===== config.mk =====
export PLATFORM = sky130hd
export DESIGN_NAME = sp_rr_pkt_arbiter
export DESIGN_NICKNAME = d
export VERILOG_FILES = /design/src/rtl/sp_rr_pkt_arbiter.sv
export SDC_FILE = /design/constraint.sdc
export NUM_CORES = 1
export LEC_CHECK = 0
export CAP_MARGIN = 20
export CELL_PAD_IN_SITES_DETAIL_PLACEMENT = 0
export CELL_PAD_IN_SITES_GLOBAL_PLACEMENT = 1
export CORE_MARGIN = 2
export CORE_UTILIZATION = 26
export DETAILED_ROUTE_END_ITERATION = 8
export MAX_ROUTING_LAYER = met4
export PLACE_DENSITY = 0.78
export SYNTH_ARGS = -nofsm -noshare
export SYNTH_HDL_FRONTEND = slang
export SYNTH_SLANG_ARGS = --single-unit

===== constraint.sdc =====
create_clock -name sys_clk -period 2.3 [get_ports sys_clk]
set_input_delay 0.46 -clock sys_clk [delete_from_list [all_inputs] [get_ports sys_clk]]
set_output_delay 0.46 -clock sys_clk [all_outputs]
set_load 0.005 [all_outputs]

===== src/rtl/sp_rr_pkt_arbiter.sv =====
// rtl/sp_rr_pkt_arbiter.sv - N-to-1 valid/ready arbiter with packet lock and registered output
module sp_rr_pkt_arbiter #(
    parameter int REQ_NUMB      = 4,
    parameter int ID_BITWIDTH   = 2,
    parameter int DATA_BITWIDTH = 10,
    parameter int ARB_MODE      = 0,
    parameter int PKT_MODE      = 1
) (
    input  logic                              sys_clk,
    input  logic                              rst_n,
    input  logic [REQ_NUMB-1:0]               RxVld,
    input  logic [REQ_NUMB*DATA_BITWIDTH-1:0] RxData,
    input  logic [REQ_NUMB-1:0]               RxLast,
    output logic [REQ_NUMB-1:0]               RxRdy,
    output logic                              TxVld,
    output logic [DATA_BITWIDTH-1:0]          TxData,
    output logic                              TxLast,
    output logic [ID_BITWIDTH-1:0]            TxPortId,
    input  logic                              TxRdy
);

    localparam int PTR_W = $clog2(REQ_NUMB);

    logic [PTR_W-1:0]         ptr_q, ptr_d;
    logic                     lock_q, lock_d;
    logic [PTR_W-1:0]         lock_id_q, lock_id_d;
    logic                     tx_vld_q, tx_vld_d;
    logic [DATA_BITWIDTH-1:0] tx_data_q, tx_data_d;
    logic                     tx_last_q, tx_last_d;
    logic [ID_BITWIDTH-1:0]   tx_port_id_q, tx_port_id_d;

    logic [DATA_BITWIDTH-1:0] rx_data_arr [REQ_NUMB];
    logic                     sel_vld;
    logic [PTR_W-1:0]         sel_idx;
    logic [DATA_BITWIDTH-1:0] sel_data;
    logic                     sel_last;
    logic [REQ_NUMB-1:0]      gnt;
    logic                     ld;
    logic                     xfer;
    int                       idx;

    for (genvar p = 0; p < REQ_NUMB; p++) begin : g_unpack
        assign rx_data_arr[p] = RxData[p*DATA_BITWIDTH +: DATA_BITWIDTH];
    end

    // Winner selection: locked port only, else lowest index or first valid at/after ptr.
    always_comb begin
        sel_vld = 1'b0;
        sel_idx = '0;
        idx     = 0;
        if (PKT_MODE != 0 && lock_q) begin
            sel_vld = RxVld[lock_id_q];
            sel_idx = lock_id_q;
        end else if (ARB_MODE == 0) begin
            for (int i = REQ_NUMB - 1; i >= 0; i--) begin
                if (RxVld[PTR_W'(i)]) begin
                    sel_vld = 1'b1;
                    sel_idx = PTR_W'(i);
                end
            end
        end else begin
            for (int k = REQ_NUMB - 1; k >= 0; k--) begin
                idx = int'(ptr_q) + k;
                if (idx >= REQ_NUMB) begin
                    idx = idx - REQ_NUMB;
                end
                if (RxVld[PTR_W'(idx)]) begin
                    sel_vld = 1'b1;
                    sel_idx = PTR_W'(idx);
                end
            end
        end
    end

    always_comb begin
        gnt = '0;
        if (sel_vld) begin
            gnt[sel_idx] = 1'b1;
        end
    end

    assign sel_data = rx_data_arr[sel_idx];
    assign sel_last = RxLast[sel_idx];
    assign ld       = !tx_vld_q || TxRdy;
    assign xfer     = ld && sel_vld;
    assign RxRdy    = ld ? gnt : '0;

    always_comb begin
        ptr_d        = ptr_q;
        lock_d       = lock_q;
        lock_id_d    = lock_id_q;
        tx_vld_d     = tx_vld_q;
        tx_data_d    = tx_data_q;
        tx_last_d    = tx_last_q;
        tx_port_id_d = tx_port_id_q;
        if (ld) begin
            tx_vld_d = xfer;
            if (xfer) begin
                tx_data_d    = sel_data;
                tx_last_d    = sel_last;
                tx_port_id_d = ID_BITWIDTH'(sel_idx);
            end
        end
        if (xfer) begin
            // In packet mode the pointer only advances at packet boundaries.
            if (PKT_MODE == 0 || sel_last) begin
                ptr_d = (sel_idx == PTR_W'(REQ_NUMB - 1)) ? '0 : sel_idx + PTR_W'(1);
            end
            if (PKT_MODE != 0) begin
                lock_d    = !sel_last;
                lock_id_d = sel_idx;
            end
        end
    end

    always_ff @(posedge sys_clk or negedge rst_n) begin
        if (!rst_n) begin
            ptr_q        <= '0;
            lock_q       <= 1'b0;
            lock_id_q    <= '0;
            tx_vld_q     <= 1'b0;
            tx_data_q    <= '0;
            tx_last_q    <= 1'b0;
            tx_port_id_q <= '0;
        end else begin
            ptr_q        <= ptr_d;
            lock_q       <= lock_d;
            lock_id_q    <= lock_id_d;
            tx_vld_q     <= tx_vld_d;
            tx_data_q    <= tx_data_d;
            tx_last_q    <= tx_last_d;
            tx_port_id_q <= tx_port_id_d;
        end
    end

    assign TxVld    = tx_vld_q;
    assign TxData   = tx_data_q;
    assign TxLast   = tx_last_q;
    assign TxPortId = tx_port_id_q;

endmodule

After elaboration in Yosys (flattened, before gate mapping)
Cells that the tools add are included.

Flip-flop bits (word level): 17. Latch bits: 0. RAM bits: 0. Memory bits (read-only): 0. Memories: 0.

Add/sub/neg operators: 0. Multiply operators: 0. Divide/modulo/power cells: 0. $lt $le $gt $ge: 4. Equal/unequal tests: 0. Shifts and indexed selects: 0. Mux-type cells: 17. Bitwise operators: 1. Reductions and logical operators: 6.

Operator list (number): $bmux 10 s2 (1); $mux 10 (2); $mux 4 (2); $lt 2x3->1 const B (2); $mux 1 (6); $mux 2 (3); $bmux 1 s2 (2); $ge 3x3->1 const B (1); $not 2->3 (1); $demux 1 s2 (1); $ge 2x1->1 const B (1); $logic_and 1x1->1 (2); $logic_not 1->1 (2); $reduce_and 2->1 (1); $logic_or 1x1->1 (1).

Longest topological paths before layout
Gate-level depths: netlist of the first run.

Depth in word-level cells: 9. Mapped depth: 5.

Worst setup path before layout of the first run
No wires, ideal clock.

Path type: input to register. Start point: in RxVld[0]. End point: reg tx_last_q (netlist: TxLast). Arrival: 1.583 ns. Required time: 2.172 ns. Setup slack: 0.589 ns. Cell stages on the path: 4. Buffers on the path: 1. Path through: clkbuf_1 mux4_2 o21ai_2 mux2_1.

Longest elaborated chain between the ends: 5.

Ends and longest elaborated chain: from (decl) (line 11) `input logic [REQ_NUMB-1:0] RxVld,`; $bmux 1 s2 (line 52) `sel_vld = RxVld[lock_id_q];`; $mux 1 (implied by the code) (line 52); $mux 1 (line 51) `if (PKT_MODE != 0 && lock_q) begin`; $logic_and 1x1->1 (line 85) `assign xfer = ld && sel_vld;`; $reduce_and 2->1 (no source line); to (signal assigned) (line 131) `tx_last_q <= tx_last_d;`; to (decl) (line 29) `logic tx_last_q, tx_last_d;`.

Several ways; a longest one is shown, not always the timed one. The select of a mux whose other input is x is not followed. A chain may end at the register's enable or synchronous reset.

Worst setup path in the final report of the first run
Start point: reg lock_q. End point: out RxRdy[1].

Longest elaborated chain between the ends: 7.

Ends and longest elaborated chain: from (decl) (line 25) `logic lock_q, lock_d;`; from (signal assigned) (line 127) `lock_q <= lock_d;`; $mux 2 (line 51); $lt 2x3->1 (implied by the code) / $ge 2x1->1 (equally long branches) (line 78) `gnt[sel_idx] = 1'b1;`; $logic_and 1x1->1 (implied by the code) (line 78); $mux 1 (implied by the code) (line 78); $demux 1 s2 (line 78); $mux 4 (*) (line 77) `if (sel_vld) begin`; $mux 4 (*) (line 86) `assign RxRdy = ld ? gnt : '0;`; to (decl) (line 14) `output logic [REQ_NUMB-1:0] RxRdy,`.

Mark *: on every way between the ends. The rest lies on a longest branch, timed or not.

==> results of run 1 <==
metrics by stage:
step                      area (um2)  utilization [%]
after global routing            1910             47.0
after floorplan                 1110                -
after CTS                       1890             46.6
final                           1910             47.0
after detailed placement        1840             45.5
after global placement          1840             45.5
worst min-delay path by stage:
stage / endpoint / startpoint / cells past startpoint
5_1_grt: TxData[7] / TxData[7] / 2
6_report: TxData[1] / TxData[1] / 2
3_5_place_dp: TxLast / TxLast / 1
3_3_place_gp: TxLast / TxLast / 1
2_1_floorplan: TxData[0] / rst_n / 0
4_1_cts: TxData[1] / TxData[1] / 2
layer usage:
layer / wire length, um / global-route usage (%) / vias to the layer above
met4: 51 / 5.88 / 0
met5: 0 / - / -
met2: 1820 / 26.7 / 40
met3: 175 / 3.34 / 6
li1: - / - / 523
met1: 1460 / 16.2 / 524
worst max-delay path: cells and delay by family (launching register included):
kind	cells	cell delay, ns
DFF	1	0.42
buffers and inverters	2	0.63
AOI/OAI and AO/OA	1	0.12
and+or+nand+nor	2	0.29
Yosys cell counts, types with 2 or more instances:
library cell | count | area [um2]
dfrtp_1 | 15 | 375
a21oi_1 | 10 | 50.1
clkbuf_1 | 3 | 11.3
and3_1 | 2 | 12.5
buf_2 | 2 | 10.0
o21ai_0 | 3 | 15.0
o22ai_1 | 10 | 62.6
inv_1 | 11 | 41.3
mux2i_1 | 3 | 30.0
mux2_2 | 10 | 113
nand2_1 | 5 | 18.8
mux4_2 | 11 | 248
nor2_1 | 4 | 15.0
buf_4 | 2 | 15.0
flip-flops by register name, summed over array words and instances (netlist names):
register	flops
TxVld	1
TxLast	1
TxData	10
TxPortId	1
lock_q	1
lock_id_q	1
power by group through the flow:
stage | logic (mW) | clock network, mW | registers (mW)
final | 0.828 | 0.209 | 0.488
after global routing | 0.905 | 0.224 | 0.512
after CTS | 0.832 | 0.216 | 0.485
after detailed placement | 0.833 | 0 | 0.486
after global placement | 0.815 | 0 | 0.483
after floorplan | 0.427 | 0 | 0.464
cell type report:
class,instances,area (um2)
tap,50,62.6
timing repair buffer,73,721
multi-input combinational,69,659
clock buffer,4,45.0
sequential,15,377
inverter,11,41.3
fill,370,2150
cell families after synthesis:
family | Yosys count
flops | 15
compound gates | 26
mux | 25
simple gates | 18
buf+inv | 19
what timing repair did:
action	CTS	global route
gates resized for setup	3	4
endpoints found under the hold margin	0	0
endpoints found under the setup margin	2	2
pin swaps	0	2
cloned	0	0
==> impl_metrics.yaml, run 1 <==
floorplanning:
  start_util_pct: 27.4
  dieArea_um2: 4810
  rows: 23
  die_width_um: 69.4
  die_y_um: 69.4
  core_area_um2: 4060
  io-pin-count: 69
job:
  max_cap_viol_count: 0
pwr:
  pwr-share-seq_pct: 32.0
  swShare_pct: 34.6
  power_mw: 1.52
  power_density_nw_per_um2: 800
  power_frac_comb_pct: 54.3
  irDropWorstVdd_v: 0.000424
  internal_power_mw: 0.997
  netSwitchingPower_mw: 0.528
  clock_power_share_pct: 13.7
  p_leak_nw: 0.793
global_route:
  grt_pass1_vias: 1196
  grt_pass1_wl_mm: 5.62
  grt_max_degree: 16
  grt_remaining_overflow: 0
  antenna_found_initial: 0
  grtUsageTotal_pct: 15.0
yosys:
  synth_cell_types: 26
  synth_simple_gate_area_share_pct: 8.45
  synth_nets: 154
  synthXorXnorAreaFrac_pct: 0
  syn_area_um2: 1110
  synth_edf_count: 0
  synth_top_family_by_area: "multiplexers"
  ys.flop_type: "dfrtp_1"
  muxShareOfSynthArea_pct: 36.1
  syn_inst: 103
  yosys_warnings: 0
  avgSynthCellArea_um2: 10.8
  synthAdderAreaFrac_pct: 0
  ys_seq_elements: 15
  async_flop_share_pct: 100
  synth_compound_area_share_pct: 13.6
  ys_seq_area_share_pct: 33.8
setup_path:
  critPathMostFrequentCell: "nor2_1"
  cp-start-kind: "register"
  cp-end-kind: "output pin"
  r2r-end: "TxLast"
  critPathMaxFanout: 7
  crit_slowest_cell: "clkdlybuf4s50_1"
  arrival_ns: 1.71
  rrSetupSlack_ns: 0.48
  r2r-start: "TxPortId[0]"
  path_class: "reg -> out"
  cpPeakStageDelay_ns: 0.51
  startpoint: "lock_q"
  cp.required_ns: 1.84
  crit_path_cell_trace: "inv_1, nor2_1, a31oi_1, nor2_1, clkdlybuf4s50_1"
  critPathCapture: "RxRdy[1]"
  rr_worst_depth: 3
route:
  routed_wl_mm: 3.50
  drc: 0
  drtPass1Iterations: 4
  vias: 1093
  ant_nets: 0
  wire_per_inst_um: 15.8
  post_drt_via_cell_ratio: 4.92
  drtIter0Drc: 13
layout:
  fin_cells: 222
  area_delta_synth_final_pct: 71.5
  fin_nets: 224
  layout_common_cells: "clkdlybuf4s50_1, dfrtp_1, inv_1, mux4_2"
  layout-drive-gt1-share_pct: 19.8
  diodes: 0
  final_common_cell: "clkdlybuf4s50_1"
clock_network:
  htree_levels: 1
  hold_buffers: 0
  cts_sinks: 15
  cts_buffers: 3
  clk_latency_ns: 0.24
  cts_setup_buffers: 0
  clockBufferDepth: 2
  cts_tree: "yes"
  clkTransAtPathRegs_ns: 0.06
  root_buffer: "clkbuf_8"
sta:
  final-setup-viol-count: 0
  drv_slew: 0
  worst_slew_pin_slew_ns: 0.707
  fin_crit_ns: 2.17
  hold_viol_final: 0
  hold-worst-slack_ns: 0.510
  skew_ns: 0.00465
  rsz0062_at_grt: "no"
  fmax_ghz: 0.462
  tns_ns: 0
  relSlewSlack_pct: 52.7
  min_period_over_period_pct: 94.1
  timing.final.ws_setup_ns: 0.135
place:
  routabilityCongestion: 0.812
  dp_worst_setup_slack_ns: -0.0690
  dpl.hpwl_mm: 2.80
  io_buffers: 68
  placed_cells: 218
min_path:
  hold_class: "reg -> reg"
status:
  status: "finished clean"
No activity file was read; power rests on OpenSTA's default activity.
==> run 2, diff against run 1 <==
--- a/config.mk
+++ b/config.mk
@@ -12,7 +12,7 @@
 export CORE_UTILIZATION = 26
 export DETAILED_ROUTE_END_ITERATION = 8
 export MAX_ROUTING_LAYER = met4
-export PLACE_DENSITY = 0.78
+export PLACE_DENSITY = 0.77
 export SYNTH_ARGS = -nofsm -noshare
 export SYNTH_HDL_FRONTEND = slang
 export SYNTH_SLANG_ARGS = --single-unit
==> impl_metrics.yaml, run 2 (synthesized netlist as in run 1, its figures left out) <==
route:
  routed-wl-met3_um: 194
  drtPass1Iterations: 4
  routed-wl-met2_mm: 1.64
  ant_nets: 0
  post_drt_via_cell_ratio: 4.86
  drc: 0
  vias: 1088
  wire_per_inst_um: 14.9
  drtIter0Drc: 26
  highest_layer: "met4"
  wl_met1_mm: 1.44
  routed_wl_mm: 3.34
sta:
  fmax_ghz: 0.447
  drv_slew: 0
  min_period_over_period_pct: 97.4
  timing.final.ws_setup_ns: 0.0604
  hold_viol_final: 0
  worst_slew_pin_slew_ns: 0.678
  relSlewSlack_pct: 54.6
  final-setup-viol-count: 0
  hold-worst-slack_ns: 0.497
  skew_ns: 0.00193
  fin_crit_ns: 2.24
global_route:
  grt_pass1_vias: 1198
  grt_remaining_overflow: 0
  grt_max_degree: 16
  grt_pass1_wl_mm: 5.38
  antenna_found_initial: 0
  grtUsageTotal_pct: 14.4
layout:
  diodes: 0
  nFillCells: 380
  final_common_cell: "clkdlybuf4s50_1"
  area_delta_synth_final_pct: 73.0
  fin_nets: 226
  fin_cells: 224
  fin_util_pct: 47.4
  layout_common_cells: "clkdlybuf4s50_1, dfrtp_1, inv_1, mux4_2"
  largest_reg_flops: 10
  layout-drive-gt1-share_pct: 21.8
floorplanning:
  die_width_um: 69.4
  dieArea_um2: 4810
  rows: 23
  core_area_um2: 4060
  io-pin-count: 69
  start_util_pct: 27.4
  die_y_um: 69.4
setup_path:
  critPathMaxFanout: 2
  path_class: "in -> out"
  cp.required_ns: 1.84
  cp-start-kind: "primary input"
  cp-end-kind: "output pin"
  arrival_ns: 1.78
clock_network:
  htree_levels: 1
  clockBufferDepth: 2
  cts_buffers: 3
  root_buffer: "clkbuf_8"
  cts_setup_buffers: 0
  clk_latency_ns: 0.25
  cts_sinks: 15
  cts_tree: "yes"
  clkTransAtPathRegs_ns: 0.06
place:
  placed_cells: 220
  io_buffers: 68
  dp_worst_setup_slack_ns: -0.168
  dpl.hpwl_mm: 2.82
  routabilityCongestion: 0.800
pwr:
  irDropWorstVdd_v: 0.000316
  p_leak_nw: 0.779
  power_mw: 1.52
  power_density_nw_per_um2: 792
job:
  max_cap_viol_count: 0
status:
  status: "finished clean"
min_path:
  hold_class: "reg -> reg"
## run 2: cell types whose count changed in the layout (fill, tap and decap cells not counted), sizes merged
cell           change
buf                +2
clkinv             +1
clkdlybuf4s50      +2
dlymetal6s2s       -2
clkbuf             -1
## run 2: worst paths after layout
kind | slack (ns) | start | to | cells after the start
setup / recovery | 0.06 | TxRdy | RxRdy[3] | 5
hold reg to reg | 0.50 | TxLast | TxLast | 1
max in group asynchronous | 1.20 | rst_n | lock_q | 1
setup reg to reg | 0.37 | TxPortId[0] | TxLast | 3
min in group asynchronous | 0.62 | rst_n | TxVld | 1
hold / removal | 0.50 | TxLast | TxLast | 1
## run 2: worst max-delay path: stages
cell             delay, ns
clkdlybuf4s50_1       0.48
nand2b_4              0.13
nand3_2               0.10
nor2_1                0.11
clkdlybuf4s50_1       0.50
## run 2: layout make-up
class                      count  area, um2  share of cell area, %
tap                           50       62.6                   3.26
clock buffer                   3       41.3                   2.15
sequential                    15        377                   19.6
multi-input combinational     69        664                   34.6
inverter                      11       41.3                   2.15
timing repair buffer          75        731                   38.0
clock inverter                 1       5.00                  0.260
## run 2: power by group
part / internal [mW] / switching, mW
clock: 0.120 / 0.0983
sequential: 0.384 / 0.111
combinational: 0.491 / 0.318
## run 2: repair_timing
| action | 4_1_cts | 5_1_grt |
|---|---|---|
| resized for setup | 3 | 3 |
| hold buffers | 0 | 0 |
| pin swaps | 1 | 1 |
| endpoints found under the setup margin | 2 | 2 |
| hold endpoints to repair | 0 | 0 |
## run 2: per-stage QoR
| step | setup TNS (ns) | area (um2) |
|---|---|---|
| final | 0 | 1920 |
| after global routing | -0.00296 | 1920 |
| after CTS | 0 | 1910 |
| after detailed placement | -0.211 | 1860 |
| after global placement | -0.146 | 1860 |
| after floorplan | 0 | 1110 |
## run 2: layer usage
layer / track usage (%) / up-vias
li1: - / 527
met1: 17.9 / 511
met3: 2.18 / 6
met4: 6.10 / 0
met5: - / -
met2: 23.4 / 44
